===== src/rtl/agu_pipe.sv =====
// agu_pipe: two-stage address generation unit with a valid/ready handshake.
// Stage A forms (index << scale) + sext(disp); stage B adds base and flags non-canonical results.
module agu_pipe #(
   parameter int ADDR_W  = 64,
   parameter int VA_BITS = 48,
   parameter int DISP_W  = 32,
   parameter int NUM_OPS = 3,
   parameter int TAG_W   = 16
) (
   input  logic                      clk,
   input  logic                      reset,
   input  logic                      flush,
   input  logic                      in_valid,
   output logic                      in_ready,
   input  logic [NUM_OPS-1:0]        in_mem_mask,
   input  logic [NUM_OPS*ADDR_W-1:0] in_base,
   input  logic [NUM_OPS*ADDR_W-1:0] in_index,
   input  logic [NUM_OPS-1:0]        in_index_valid,
   input  logic [NUM_OPS*2-1:0]      in_scale,
   input  logic [NUM_OPS*DISP_W-1:0] in_disp,
   input  logic [TAG_W-1:0]          in_tag,
   output logic                      out_valid,
   input  logic                      out_ready,
   output logic [NUM_OPS*ADDR_W-1:0] out_addr,
   output logic [NUM_OPS-1:0]        out_mem_mask,
   output logic [NUM_OPS-1:0]        out_fault,
   output logic [TAG_W-1:0]          out_tag,
   output logic                      busy
);

   logic                aValid;
   logic [ADDR_W-1:0]   aPart [NUM_OPS];
   logic [ADDR_W-1:0]   aBase [NUM_OPS];
   logic [NUM_OPS-1:0]  aMask;
   logic [TAG_W-1:0]    aTag;

   logic                bValid;
   logic [ADDR_W-1:0]   bAddr [NUM_OPS];
   logic [NUM_OPS-1:0]  bFault;
   logic [NUM_OPS-1:0]  bMask;
   logic [TAG_W-1:0]    bTag;

   logic [ADDR_W-1:0]   partNext [NUM_OPS];
   logic [ADDR_W-1:0]   addrNext [NUM_OPS];
   logic [NUM_OPS-1:0]  faultNext;

   logic bDrain;
   logic aAdvance;
   logic inFire;

   // A may move forward whenever B is empty or B hands its result off this cycle.
   assign bDrain   = bValid & out_ready;
   assign aAdvance = aValid & (~bValid | out_ready);
   assign in_ready = reset & ~flush & (~aValid | aAdvance);
   assign inFire   = in_valid & in_ready;

   genvar g;
   for (g = 0; g < NUM_OPS; g++) begin : gChan
      logic [ADDR_W-1:0] idxVal;
      logic [ADDR_W-1:0] dispExt;
      logic [ADDR_W-1:0] sum;

      assign idxVal      = in_index[g*ADDR_W +: ADDR_W];
      assign dispExt     = {{(ADDR_W-DISP_W){in_disp[g*DISP_W+DISP_W-1]}}, in_disp[g*DISP_W +: DISP_W]};
      assign partNext[g] = (in_index_valid[g] ? (idxVal << in_scale[g*2 +: 2]) : '0) + dispExt;

      assign sum         = aBase[g] + aPart[g];
      assign addrNext[g] = aMask[g] ? sum : '0;

      if (VA_BITS < ADDR_W) begin : gCanon
         logic [ADDR_W-VA_BITS:0] upper;
         assign upper        = sum[ADDR_W-1:VA_BITS-1];
         assign faultNext[g] = aMask[g] & ~((&upper) | ~(|upper));
      end else begin : gNoCanon
         assign faultNext[g] = 1'b0;
      end

      assign out_addr[g*ADDR_W +: ADDR_W] = bAddr[g];
   end

   always_ff @(posedge clk) begin
      if (!reset) begin
         aValid <= 1'b0;
         bValid <= 1'b0;
         aMask  <= '0;
         aTag   <= '0;
         bMask  <= '0;
         bFault <= '0;
         bTag   <= '0;
         for (int i = 0; i < NUM_OPS; i++) begin
            aBase[i] <= '0;
            aPart[i] <= '0;
            bAddr[i] <= '0;
         end
      end else if (flush) begin
         aValid <= 1'b0;
         bValid <= 1'b0;
      end else begin
         if (aAdvance) begin
            bValid <= 1'b1;
            bMask  <= aMask;
            bFault <= faultNext;
            bTag   <= aTag;
            for (int i = 0; i < NUM_OPS; i++) begin
               bAddr[i] <= addrNext[i];
            end
         end else if (bDrain) begin
            bValid <= 1'b0;
         end

         if (inFire) begin
            aValid <= 1'b1;
            aMask  <= in_mem_mask;
            aTag   <= in_tag;
            for (int i = 0; i < NUM_OPS; i++) begin
               aBase[i] <= in_base[i*ADDR_W +: ADDR_W];
               aPart[i] <= partNext[i];
            end
         end else if (aAdvance) begin
            aValid <= 1'b0;
         end
      end
   end

   assign out_valid    = bValid;
   assign out_mem_mask = bMask;
   assign out_fault    = bFault;
   assign out_tag      = bTag;
   assign busy         = aValid | bValid;

endmodule


===== config.mk =====
export PLATFORM = sky130hd
export DESIGN_NAME = agu_pipe
export DESIGN_NICKNAME = d
export VERILOG_FILES = /design/src/rtl/agu_pipe.sv
export SDC_FILE = /design/constraint.sdc
export NUM_CORES = 2
export LEC_CHECK = 0
export CAP_MARGIN = 25
export CORE_ASPECT_RATIO = 1.5
export CORE_MARGIN = 2
export CORE_UTILIZATION = 40
export DETAILED_ROUTE_END_ITERATION = 16
export REMOVE_ABC_BUFFERS = 1
export SLEW_MARGIN = 20
export SYNTH_ARGS = -nofsm -noshare
export SYNTH_HDL_FRONTEND = slang
export SYNTH_SLANG_ARGS = --single-unit

===== constraint.sdc =====
create_clock -name clk -period 35.4 [get_ports clk]
set_input_delay 5.31 -clock clk [delete_from_list [all_inputs] [get_ports clk]]
set_output_delay 5.31 -clock clk [all_outputs]
set_load 0.1 [all_outputs]

==> run_results.csv <==
group,metric,value,unit
yosys,post_synth_edffs,576,
power_and_ir_drop,total_power,2572,uW
final_layout,area.sequential,18160,um^2
clock_network,clk_pin_slew_worst_paths,0.05,ns
grt,gr-usage-all-layers,25.80,%
timing,relSlewSlack,23.37,%
timing,final_max_slew_viol_count,0,
clock_network,cts.repair.resized,0,
critical_path,crit_path_frequent_cell,"buf_4",
clock_network,clock-sinks,619,
critical_path,slowest_stage,"buf_4",
critical_path,setup.worst_path.start_class,"primary input",
yosys,post_synth.cell_area_avg,8.837,um^2
clock_network,cts_inserted_buffers,70,
power_and_ir_drop,power.share.combinational,35.0,%
power_and_ir_drop,power_per_cell_area,42.78,nW/um^2
final_layout,layout-drive-gt1-share,4.057,%
critical_path,timing.critical_path.slowest_cell_delay,0.51,ns
clock_network,clock_tree.root_cell,"clkbuf_16",
detailed_routing,wire_per_inst,21.51,um
yosys,synthTopCellsByArea,"edfxtp_1 35%, ha_1 9.7%, nand2_1 5.5%, and3_1 5.3%, a21oi_1 4.5%",
timing,period_minus_slack,12.97,ns
placement,portBuffers,729,
detailed_routing,drt.antenna.violating_nets,0,
timing,hold_viol,0,
yosys,synth_cell_area,48990,um^2
critical_path,endpoint_kind,"primary output",
critical_path,arrival,7.66,ns
detailed_routing,route.final.wire_length,166.7,mm
critical_path,critPathKind,"primary input to primary output",
power_and_ir_drop,leakagePower,0.02553,uW
yosys,synth-async-reset-ratio,0,%
clock_network,cts_tree,"yes",
floorplanning,dieWidth,289.8,um
placement,gp_congestion,0.9169,
grt,number_of_antenna_violations_at_the_first_check_in_global_routing,53,
yosys,yosys_warnings,0,
placement,place_hpwl,134.6,mm
power_and_ir_drop,power.share.clock,31.0,%
final_layout,total_area_of_multi_input_combinational_cells,29270,um^2
yosys,synth_top_area_share,35.30,%
yosys,yosys-top-cells-count,"718 x nand2_1, 576 x edfxtp_1, 543 x nor2_1, 444 x a21oi_1, 412 x and3_1",
clock_network,clockBufferDepth,3,
job,maxCapViolCount,0,
power_and_ir_drop,seq_power_share,34.0,%
grt,first_global_vias,43426,
detailed_routing,detailedRoute.firstIterationViolations,2174,
power_and_ir_drop,netSwitchingPower,893.5,uW
yosys,post-synth-top-count-cell,"nand2_1",
final_layout,synthToLayoutAreaGrowth,22.69,%
timing,final_critical_path_setup_slack,22.43,ns
timing,hold_slack_final,0.4423,ns
clock_network,cts_post_setup_buffers_inserted,0,
clock_network,hold_buffers,0,
floorplanning,initial_utilization,40.23,%
run_status,status,"finished clean",
floorplanning,dieArea,125400,um^2
power_and_ir_drop,power.share.switching,34.75,%
final_layout,final_core_util,49.35,%
floorplanning,design.portCount,730,
floorplanning,placement_rows,157,
critical_path,critPathMaxFanout,41,
power_and_ir_drop,power_internal,1678,uW
detailed_routing,dr_total_vias,43184,
timing,final_min_period_over_clock_period,36.63,%
yosys,synth.yosys.seq_area_share,37.06,%
grt,grt_start_max_net_pins,151,
timing,final.setup.tns,0,ns
critical_path,path_cells,"clkdlybuf4s50_1, buf_4, nand2b_1, a21oi_4, buf_4, buf_4, buf_4",
grt,overflow_after_grt,0,
detailed_routing,route.detailed.drc,0,
timing,fmaxAchievable,77.12,MHz
grt,global_route_wire_length_before_repair,248.0,mm
yosys,synth_flop_cell,"edfxtp_1",
critical_path,critical_path_required,30.09,ns
yosys,number_of_storage_elements_in_the_synthesis_netlist,619,
detailed_routing,avgViaCountPerCell,5.572,
clock_network,worst_skew_pair_later_pin_latency,0.67,ns
yosys,ys_types,93,
power_and_ir_drop,power.ir.vdd_worst,0.00003766,V
placement,dp_slack,22.43,ns
floorplanning,fp.dieH,432.6,um
detailed_routing,drt_pre_antenna_iters,6,
yosys,synthDominantAreaCellType,"edfxtp_1",
timing,timing.clock.skew,0.01784,ns
final_layout,final_nets,6977,
yosys,post_synth_inst_count,5544,
clock_network,htreeDepth,3,
floorplanning,core,121800,um^2
timing,unrepaired_setup_endpoints_after_global_routing,"false",
final_layout,nFillCells,11689,
timing,worst_max_slew_pin_slew,1.146,ns
timing,finalSetupViolCount,0,
hold_path,hp-class,"flop to flop",
registers in the layout, indices dropped and copies added (netlist names), 3 cells and up:
signal and flops:
aBase 192, aPart 192, bAddr 192, aTag 16, out_tag 16, aMask 3, out_fault 3, out_mem_mask 3
through the flow:
step | instance area, um^2 | instances
final | 60110 | 7750
after global routing | 60080 | 7739
after CTS | 59960 | 7723
after detailed placement | 57480 | 7594
after global placement | 57330 | 7588
after floorplan | 47740 | 5230
power groups by stage:
| stage | clock (uW) | combinational, uW | sequential [uW] |
|---|---|---|---|
| after detailed placement | 0 | 892 | 890 |
| after CTS | 816 | 897 | 876 |
| final | 796 | 900 | 875 |
| after global placement | 0 | 892 | 890 |
| after floorplan | 0 | 546 | 964 |
| after global routing | 840 | 981 | 879 |
metal layers:
metal / up-vias / wire [um] / GRT usage, %
li1: 21434 / - / -
met1: 20097 / 63060 / 27.84
met2: 1194 / 84830 / 47.29
met3: 397 / 9675 / 4.979
met4: 62 / 8748 / 13.08
met5: - / 398 / 0
critical path, delay by kind of cell:
kind / cells / cell delay (ns)
buffers and inverters: 5 / 1.93
and+or+nand+nor: 1 / 0.20
AOI/OAI and AO/OA: 1 / 0.14
worst paths after layout:
path,from,endpoint,slack [ns],cells past startpoint
max,reset,in_ready,22.43,7
min,out_mem_mask[1],out_mem_mask[1],0.44,2
max reg2reg,aPart[0][0],out_fault[0],30.10,15
min reg2reg,out_mem_mask[1],out_mem_mask[1],0.44,2
cell families (layout without fill, tap and decap cells):
family / count (synthesis) / count (layout) / synth area share, %
compound gates: 1399 / 1399 / 18.27
other cells: 0 / 23 / 0
buf+inv: 409 / 1002 / 3.282
flops: 619 / 619 / 37.06
simple gates: 2205 / 2205 / 21.54
fa+ha+maj: 384 / 384 / 9.899
mux: 191 / 191 / 3.925
xor+xnor: 337 / 337 / 6.025
cell type report:
class | instances | area share, %
multi-input combinational | 4516 | 48.70
sequential | 619 | 30.21
timing repair buffer | 778 | 12.95
tap | 1590 | 3.310
clock buffer | 90 | 3.235
clock inverter | 39 | 0.8909
inverter | 95 | 0.6058
antenna | 23 | 0.09576
placed cells by master, fill, tap and decap left out, types with 52 or more instances in the layout:
cell type	Yosys	final
a21o_1	230	230
a21oi_1	444	443
and3_1	412	412
buf_4	2	53
clkbuf_16	0	73
clkdlybuf4s50_1	0	706
edfxtp_1	576	576
ha_1	378	378
inv_1	92	91
mux2i_1	182	182
nand2_1	718	716
nand3_1	75	72
nand4_1	104	104
nor2_1	543	543
nor2b_1	63	63
nor3_1	92	92
o21a_1	52	52
o21ai_0	249	249
o21bai_1	70	70
xnor2_1	185	185
xor2_1	152	152
Note: power is estimated with default switching activity, not from simulation.
